<file path="src/rtl/mem_port_arbiter.sv">
// Purpose: shares one single-ported memory between fetch (IF) and data (MEM) ports; data has fixed priority.
// Latency: 2 cycles minimum from request to valid pulse; at most one access every 2 cycles.
// Backpressure: a port's req is held (and its stall output stays high) until its one-cycle valid; optional ARB_TIMEOUT_EN aborts hung accesses.
module mem_port_arbiter #(
    parameter int AW      = 32,
    parameter int DW      = 32,
    parameter int TIMEOUT = 16
) (
    input  logic          clk,
    input  logic          reset,
    input  logic          i_req,
    input  logic [AW-1:0] i_addr,
    output logic [DW-1:0] i_rdata,
    output logic          i_valid,
    input  logic          d_req,
    input  logic          d_we,
    input  logic [AW-1:0] d_addr,
    input  logic [DW-1:0] d_wdata,
    output logic [DW-1:0] d_rdata,
    output logic          d_valid,
    output logic          m_req,
    output logic          m_we,
    output logic [AW-1:0] m_addr,
    output logic [DW-1:0] m_wdata,
    input  logic [DW-1:0] m_rdata,
    input  logic          m_ack,
    output logic          stall_if,
    output logic          stall_mem,
    output logic          busy,
    output logic          err
);

    typedef enum logic [1:0] {
        IDLE  = 2'd0,
        D_ACC = 2'd1,
        I_ACC = 2'd2
    } state_t;

    state_t        state_q, state_d;
    logic          m_req_q, m_req_d;
    logic          m_we_q, m_we_d;
    logic [AW-1:0] m_addr_q, m_addr_d;
    logic [DW-1:0] m_wdata_q, m_wdata_d;
    logic [DW-1:0] i_rdata_q, i_rdata_d;
    logic [DW-1:0] d_rdata_q, d_rdata_d;
    logic          i_valid_q, i_valid_d;
    logic          d_valid_q, d_valid_d;
    logic          expire;     // access has run out of cycles without m_ack
    logic          d_elig, i_elig;

    // A requester still holding req during its own valid cycle is not re-served.
    assign d_elig = d_req & ~d_valid_q;
    assign i_elig = i_req & ~i_valid_q;

`ifdef ARB_TIMEOUT_EN
    localparam int CW = $clog2(TIMEOUT + 1);

    logic [CW-1:0] cnt_q, cnt_d;
    logic          err_q, err_d;

    assign expire = (state_q != IDLE) && !m_ack && (cnt_q == CW'(TIMEOUT - 1));
    assign err    = err_q;

    // Access-cycle counter: held at zero in IDLE so it starts clean on entry; saturates at TIMEOUT.
    always_comb begin
        cnt_d = cnt_q;
        err_d = err_q;
        if (state_q == IDLE) begin
            cnt_d = '0;
        end else if (!m_ack && (cnt_q != CW'(TIMEOUT))) begin
            cnt_d = cnt_q + CW'(1);
        end
        if (expire) begin
            err_d = 1'b1;
        end
    end

    // Timeout counter and sticky error flag.
    always_ff @(posedge clk or negedge reset) begin
        if (!reset) begin
            cnt_q <= '0;
            err_q <= 1'b0;
        end else begin
            cnt_q <= cnt_d;
            err_q <= err_d;
        end
    end
`else
    // Without the timeout the FSM waits for m_ack forever and never flags an error.
    assign expire = 1'b0;
    assign err    = (TIMEOUT < 0);
`endif

    // Next-state and registered-output logic; m_ack in IDLE falls through untouched.
    always_comb begin
        state_d   = state_q;
        m_req_d   = m_req_q;
        m_we_d    = m_we_q;
        m_addr_d  = m_addr_q;
        m_wdata_d = m_wdata_q;
        i_rdata_d = i_rdata_q;
        d_rdata_d = d_rdata_q;
        i_valid_d = 1'b0;
        d_valid_d = 1'b0;
        unique case (state_q)
            IDLE: begin
                if (d_elig) begin
                    m_addr_d  = d_addr;
                    m_we_d    = d_we;
                    m_wdata_d = d_wdata;
                    m_req_d   = 1'b1;
                    state_d   = D_ACC;
                end else if (i_elig) begin
                    m_addr_d = i_addr;
                    m_we_d   = 1'b0;
                    m_req_d  = 1'b1;
                    state_d  = I_ACC;
                end else begin
                    m_req_d = 1'b0;
                end
            end
            D_ACC: begin
                if (m_ack || expire) begin
                    m_req_d   = 1'b0;
                    d_valid_d = 1'b1;
                    state_d   = IDLE;
                    if (!m_we_q) begin
                        d_rdata_d = m_ack ? m_rdata : '0;
                    end
                end
            end
            I_ACC: begin
                if (m_ack || expire) begin
                    m_req_d   = 1'b0;
                    i_valid_d = 1'b1;
                    i_rdata_d = m_ack ? m_rdata : '0;
                    state_d   = IDLE;
                end
            end
            default: begin
                m_req_d = 1'b0;
                state_d = IDLE;
            end
        endcase
    end

    // State and output registers; reset aborts any access in flight.
    always_ff @(posedge clk or negedge reset) begin
        if (!reset) begin
            state_q   <= IDLE;
            m_req_q   <= 1'b0;
            m_we_q    <= 1'b0;
            m_addr_q  <= '0;
            m_wdata_q <= '0;
            i_rdata_q <= '0;
            d_rdata_q <= '0;
            i_valid_q <= 1'b0;
            d_valid_q <= 1'b0;
        end else begin
            state_q   <= state_d;
            m_req_q   <= m_req_d;
            m_we_q    <= m_we_d;
            m_addr_q  <= m_addr_d;
            m_wdata_q <= m_wdata_d;
            i_rdata_q <= i_rdata_d;
            d_rdata_q <= d_rdata_d;
            i_valid_q <= i_valid_d;
            d_valid_q <= d_valid_d;
        end
    end

    assign m_req     = m_req_q;
    assign m_we      = m_we_q;
    assign m_addr    = m_addr_q;
    assign m_wdata   = m_wdata_q;
    assign i_rdata   = i_rdata_q;
    assign d_rdata   = d_rdata_q;
    assign i_valid   = i_valid_q;
    assign d_valid   = d_valid_q;
    assign stall_if  = i_req & ~i_valid_q;
    assign stall_mem = d_req & ~d_valid_q;
    assign busy      = (state_q != IDLE);

endmodule

</file>
<file path="config.mk">
export PLATFORM = sky130hd
export DESIGN_NAME = mem_port_arbiter
export DESIGN_NICKNAME = d
export VERILOG_FILES = /design/src/rtl/mem_port_arbiter.sv
export SDC_FILE = /design/constraint.sdc
export NUM_CORES = 1
export LEC_CHECK = 0
export ABC_AREA = 1
export CAP_MARGIN = 10
export CORE_ASPECT_RATIO = 0.5
export CORE_MARGIN = 5
export CORE_UTILIZATION = 37
export DETAILED_ROUTE_END_ITERATION = 10
export PLACE_DENSITY = 0.87
export SLEW_MARGIN = 5
export SYNTH_ARGS = -nofsm -noshare
export SYNTH_HDL_FRONTEND = slang
export SYNTH_SLANG_ARGS = --single-unit
</file>
<file path="constraint.sdc">
create_clock -name clk -period 1.3 [get_ports clk]
set_input_delay 0.26 -clock clk [delete_from_list [all_inputs] [get_ports clk]]
set_output_delay 0.26 -clock clk [all_outputs]
set_load 0.05 [all_outputs]
</file>
* Word level (Yosys, flattened, before mapping)
Cells that the tools add are included.
** Word-level totals
- Register bits after elaboration :: 134
- Word-level logic and storage cells :: 42
** Cells by class
- Equality and inequality tests :: 4
- Mux-type cells :: 15
- Bitwise gates (word level) :: 5
- Reductions and logical operators :: 9
** Operator list (count)
- $mux 32 :: 2
- $mux 1 :: 8
- $reduce_and 2->1 :: 4
- $mux 2 :: 3
- $pmux 2 s2 :: 1
- $reduce_bool 2->1 :: 2
- $ne 3x3->1 const B :: 1
- $not 1->1 :: 3
- $reduce_and 3->1 :: 1
- $and 1x1->1 :: 2
- $eq 2x1->1 const B :: 1
- $eq 2x2->1 const B :: 1
- $logic_not 2->1 :: 1
- $ne 2x1->1 const B :: 1
- $pmux 1 s2 :: 1
- $reduce_or 2->1 :: 1

* Logic depth before layout (Yosys ltp)
Gate-level depths: netlist of run 1.
- Depth after elaboration :: 5
- Mapped depth :: 9
- Depth with buffers taken out :: 7

* Worst setup path before layout of run 1
OpenSTA, ideal clock, no wires.
- Path type :: register to output
- From :: reg d_valid_q, in the netlist d_valid
- To :: out stall_mem
- Arrival :: 1.349 ns
- Slack :: -0.309 ns
- Cell stages (with the launch flop) :: 5
- Buffers on the path :: 1
- Cell sequence :: dfrtp_1 inv_2 nand2_8 buf_2 inv_1
** On the way
- Word-level cells in the longest chain between the ends :: 2
** Ends and longest elaborated chain
- start: declaration :: line 47 : logic d_valid_q, d_valid_d;
- start signal: assignment :: line 168 : d_valid_q <= d_valid_d;
- $not 1->1 :: line 181 : assign stall_mem = d_req & ~d_valid_q;
- $and 1x1->1 :: line 181
- end: declaration :: line 28 : output logic stall_mem,
Every way passes these cells.

* Worst setup path after layout of run 1
- From :: reg d_valid_q, in the netlist d_valid
- To :: reg m_addr_q[27], in the netlist m_addr[27]
** On the way
- Word-level cells in the longest chain between the ends :: 4
** Ends and longest elaborated chain
- $not 1->1 * :: line 52 : assign d_elig = d_req & ~d_valid_q;
- $and 1x1->1 * :: line 52
- $reduce_bool 2->1 (no line)
- $reduce_and 2->1 (no line)
- end signal: assignment :: line 163 : m_addr_q <= m_addr_d;
- end: declaration :: line 42 : logic [AW-1:0] m_addr_q, m_addr_d;
Mark *: on every way between the ends. The rest lies on a longest branch, timed or not.
A chain may end at the register's enable or synchronous reset.

==> qor.yml, run 1 <==
outcome: "finished, violations left"
violations: "setup timing"
path_cells: "inv_4, nand2_8, buf_4, buf_4, buf_12, nand2_1, nand2_1, nand3_2, nand2_4"
cp-end-kind: "flip-flop"
fin_util: 0.8223
nets: 1124
syn_inst: 661
setup_viol: 164
grt-ovfl-total: 0
cts_tree: "built"
drive_gt1_frac: 0.4940
cts_sinks: 134
numCtsBuffers: 17
cp.required_ns: 1.61
top_level_ports: 270
power_mw: 40.97
die_area_um2: 18430
path_buf_inv: 4
dpl.cell_count: 1124
dieHeight_um: 98.54
dp_hpwl_mm: 14.87
viasPerCell: 5.670
first_pass_iters: 6
p_leak_nw: 6.014
postRouteWirelength_mm: 31.38
startpoint_type: "flip-flop"
avgSynthCellArea_um2: 8.775
grt_pass1_wl_mm: 39.25
ir_drop_uv: 1960
grt_pass1_vias: 6836
drv_cap: 0
synth_seq_area_share: 0.5781
clk_pin_slew_ns: 0.06
fin_ws_ns: -0.5846
yosys_warnings: 0
cts_root_buffer: "clkbuf_16"
cts_max_path_buffers: 2
crit_path_max_incr_delay_ns: 0.43
arrival_ns: 2.20
path_delay_family: "simple AND/OR/NAND/NOR gates"
critPathMaxFanout: 22
design.core.area_um2: 15370
clkLatencyLatePin_ns: 0.43
vias: 6815
drt_first_iter_violations: 706
synth_nets: 798
ys_types: 19
cts_max_level: 4
area_growth_pct: 118.0
layout_commonest_cell: "nand2_1"
ant_nets: 0
synth_seq_cells: 134
max_freq_mhz: 530.6
std_cell_rows: 32
path_class: "flip-flop to flip-flop"
fillers: 653
die_x_um: 187.1
antenna_found_initial: 0
crit_slowest_cell: "dfrtp_2"
hp-class: "input pin to asynchronous set/reset pin"
gp_congestion: 0.8582
fin_crit_ns: 1.885
io_buffer_count: 268
start_util: 0.3773
grt_util_all_layers: 0.2709
rsz0062_at_grt: "yes"
diodes: 0
fin_crit_sh: 1.450
p_per_area_nw_per_um2: 3240
fin_worst_skew_ns: 0.009785
grt_max_degree: 52
final_cell_mix: "nand2_1 (165), buf_12 (152), clkdlybuf4s50_1 (132)"
slew_violations: 0
synthesis.area_um2: 5801
post-route-drc-count: 0
finalHoldViolations: 0
layout.cells.non_filler: 1202
routedWlPerCell_um: 26.10
==> cells by family (layout without fill, tap and decap cells) <==
kind of cell               count (synthesis)  in the layout  share of synthesized area
adders and majority gates                  3              3                   0.006472
and+or+nand+nor                          375            376                     0.2653
AOI/OAI and AO/OA                         64             64                    0.07593
DFF                                      134            134                     0.5781
buffers and inverters                     84            420                    0.07355
other                                      1              1                  0.0006465
==> power breakdown <==
part           switching [mW]  internal [mW]
clock                    1.95           3.73
sequential               2.96           6.25
combinational            14.0           12.1
total                    18.9           22.1
==> final timing paths <==
check | startpoint | endpoint | slack [ns] | cells after the start
max | d_valid$_DFF_PN0_ | m_addr[27]$_DFFE_PN0P_ | -0.58 | 9
min | reset | m_addr[0]$_DFFE_PN0P_ | 0.25 | 2
max reg2reg | d_valid$_DFF_PN0_ | m_addr[27]$_DFFE_PN0P_ | -0.58 | 9
min reg2reg | m_wdata[14]$_DFFE_PN0P_ | m_wdata[14]$_DFFE_PN0P_ | 0.54 | 2
max in group asynchronous | reset | i_rdata[13]$_DFFE_PN0P_ | 0.49 | 3
min in group clk | d_wdata[6] | m_wdata[6]$_DFFE_PN0P_ | 0.37 | 3
==> flip-flops by register name, indices dropped and copies added, names as in the netlist <==
name,flops
state_q,2
m_wdata,32
m_addr,32
d_valid,1
d_rdata,32
m_we,1
m_req,1
i_valid,1
i_rdata,32
==> cells in the mapped netlist (all sizes together) <==
master	number	area, um2
buf	34	239.0
clkbuf	7	26.28
conb	1	3.750
dfrtp	134	3353
ha	3	37.54
inv	43	161.4
nand2	305	1171
nand3	67	335.3
nand4	1	6.260
nor2	1	20.02
o21ai	64	440.4
or2	1	6.260
==> per-stage QoR <==
| stage | setup slack, ns | TNS [ns] | cell area [um2] | hold slack, ns |
|---|---|---|---|---|
| finish | -0.5846 | -31.74 | 12640 | 0.2509 |
| global route | -0.6149 | -35.85 | 12640 | 0.2694 |
| CTS | -0.2178 | -17.92 | 11710 | 0.2426 |
| detailed placement | -0.4179 | -35.51 | 10260 | 0.1095 |
| global placement | -0.3714 | -31.91 | 10260 | 0.1071 |
| floorplan | -0.05398 | -2.606 | 5916 | -0.03559 |
==> final cells by class <==
type,instances,area (um2),share of cell area
clock buffers,21,470.5,0.03721
clock inverters,9,197.7,0.01564
inverters,43,205.2,0.01623
multi-input cells,444,2844,0.2249
flip-flops and latches,134,3400,0.2689
well taps,204,255.2,0.02019
repair buffers,345,5244,0.4147
repair inverters,2,27.53,0.002177
==> layer usage <==
layer | up-vias | wire [um] | GRT usage
met3 | 217 | 2919 | 0.08386
met2 | 576 | 14990 | 0.4696
met4 | 0 | 2654 | 0.1777
li1 | 2731 | - | -
met1 | 3291 | 10810 | 0.2902
met5 | - | 0 | 0
==> what timing repair did <==
item	CTS	global route
pin swaps	3	37
setup endpoints to repair	135	143
hold buffers	1	0
gates resized for setup	77	254
hold endpoints to repair	134	0
gates cloned	13	7
buffers inserted	17	19
Note: power is estimated with default switching activity, not from simulation.
==> run 2: changes to the inputs <==
Settings changed: CORE_ASPECT_RATIO 0.5 to unset, CTS_CLUSTER_DIAMETER set to 60.
==> qor.yml, run 2 (synthesized netlist as in run 1, its figures left out) <==
diodes: 0
rrSetupSlack_ns: -0.32
cts_max_level: 4
drt_first_iter_violations: 559
fin_worst_skew_ns: 0.01224
grt_util_all_layers: 0.2653
r2r-end: "m_wdata[7]$_DFFE_PN0P_"
die_area_um2: 18280
crit_path_max_incr_delay_ns: 0.41
arrival_ns: 1.95
ant_nets: 0
routedWlPerCell_um: 23.89
antenna_found_initial: 1
area_growth_pct: 119.6
crit_slowest_cell: "dfrtp_1"
gp_congestion: 0.8086
drv_cap: 0
first_pass_iters: 5
io_buffer_count: 268
ir_drop_uv: 2452
fin_crit_ns: 1.617
final_cell_mix: "nand2_1 (174), buf_12 (154), clkdlybuf4s50_1 (132)"
die_x_um: 135.2
cp-end-kind: "flip-flop"
start_util: 0.3788
p_leak_nw: 6.077
worstRegToRegCells: 9
fin_crit_sh: 1.244
violations: "setup timing"
hp-class: "input pin to asynchronous set/reset pin"
critPathMaxFanout: 8
finalHoldViolations: 0
viasPerCell: 5.372
drive_gt1_frac: 0.4975
grt_pass1_vias: 6523
p_per_area_nw_per_um2: 3146
cts_root_buffer: "clkbuf_16"
grt_pass1_wl_mm: 36.87
top_level_ports: 270
grt_max_degree: 39
cp.required_ns: 1.64
startpoint_type: "flip-flop"
startpoint: "state_q[0]$_DFFE_PN0P_"
critical_path_depth: 9
grt-ovfl-total: 0
nets: 1131
path_class: "flip-flop to flip-flop"
cts_max_path_buffers: 2
dp_hpwl_mm: 15.01
design.core.area_um2: 15310
clkLatencyLatePin_ns: 0.42
path_delay_family: "buffers and inverters"
vias: 6543
layout.cells.non_filler: 1218
outcome: "finished, violations left"
numCtsBuffers: 17
clk_pin_slew_ns: 0.06
path_buf_inv: 5
worstSetupEndpoint: "m_wdata[7]$_DFFE_PN0P_"
dieHeight_um: 135.2
std_cell_rows: 45
rr_startpoint: "state_q[0]$_DFFE_PN0P_"
fin_util: 0.8318
post-route-drc-count: 0
rsz0062_at_grt: "yes"
path_cells: "inv_2, ha_4, inv_8, buf_6, nor2_8, buf_12, buf_16, nand2_4, nand2_1"
dpl.cell_count: 1134
fin_ws_ns: -0.3174
setup_viol: 124
max_freq_mhz: 618.3
cts_sinks: 134
slew_violations: 0
layout_commonest_cell: "nand2_1"
postRouteWirelength_mm: 29.10
cts_tree: "built"
[run 2: cell count changes in the layout (fill, tap and decap cells not counted), moves of 5 or more]
cell       previous run  this run
buf_4                23        29
clkbuf_16            21        26
dfrtp_1              97        89
dfrtp_2              37        45
nand2_1             165       174
nand2_2              84        63
nand2_4              52        64
nand3_1              64        53
nand3_2               3        14
o21ai_1               8        16
o21ai_2              52        47
[run 2: area by class of cell]
| class | count | area (um2) |
|---|---|---|
| clock buffer | 24 | 481.7 |
| multi-input combinational | 443 | 2875 |
| timing repair buffer | 355 | 5400 |
| fill | 711 | 2576 |
| clock inverter | 8 | 121.4 |
| tap | 211 | 264.0 |
| sequential | 134 | 3410 |
| inverter | 43 | 186.4 |
[run 2: where the power goes]
group	switching, mW	internal (mW)
clock	1.90	3.17
sequential	2.81	6.27
combinational	13.6	12.3
total	18.3	21.7
[run 2: how the worst min path moves through the flow]
| stage | slack [ns] | endpoint | from |
|---|---|---|---|
| finish | 0.32 | m_wdata[31]$_DFFE_PN0P_ | reset |
| global route | 0.37 | m_wdata[31]$_DFFE_PN0P_ | reset |
| floorplan | -0.04 | d_rdata[0]$_DFFE_PN0P_ | reset |
| CTS | 0.33 | m_wdata[12]$_DFFE_PN0P_ | reset |
| detailed placement | 0.20 | m_wdata[31]$_DFFE_PN0P_ | reset |
| global placement | 0.20 | m_wdata[31]$_DFFE_PN0P_ | reset |
[run 2: metal layers]
layer  GRT usage  share of wire
met3     0.09473          0.098
met4      0.1377          0.059
met5           0        0.00045
met2      0.4574           0.51
met1      0.2864           0.34
[run 2: worst reg2reg max path: stages, from the launching register on]
cell,delay (ns)
dfrtp_1,0.41
inv_2,0.10
ha_4,0.18
inv_8,0.04
buf_6,0.12
nor2_8,0.16
buf_12,0.17
buf_16,0.18
nand2_4,0.05
nand2_1,0.12
[run 2: timing repair]
action | in CTS | in global routing
gates cloned | 16 | 9
buffers inserted | 21 | 15
hold buffers | 1 | 0
pin swaps | 10 | 41
resized for setup | 97 | 251
endpoints found under the hold margin | 30 | 0
setup endpoints to repair | 131 | 142
[run 2: metrics by stage]
stage | hold slack (ns) | power, mW | setup WS (ns) | TNS (ns) | cell area, um2
floorplan | -0.03559 | 17.93 | -0.05398 | -2.606 | 5916
global placement | 0.2029 | 28.61 | -0.2850 | -28.25 | 10300
detailed placement | 0.2031 | 29.13 | -0.3310 | -32.70 | 10300
CTS | 0.3338 | 36.90 | -0.2916 | -20.05 | 11810
global route | 0.3715 | 41.20 | -0.3502 | -25.76 | 12740
finish | 0.3234 | 40.07 | -0.3174 | -19.35 | 12740
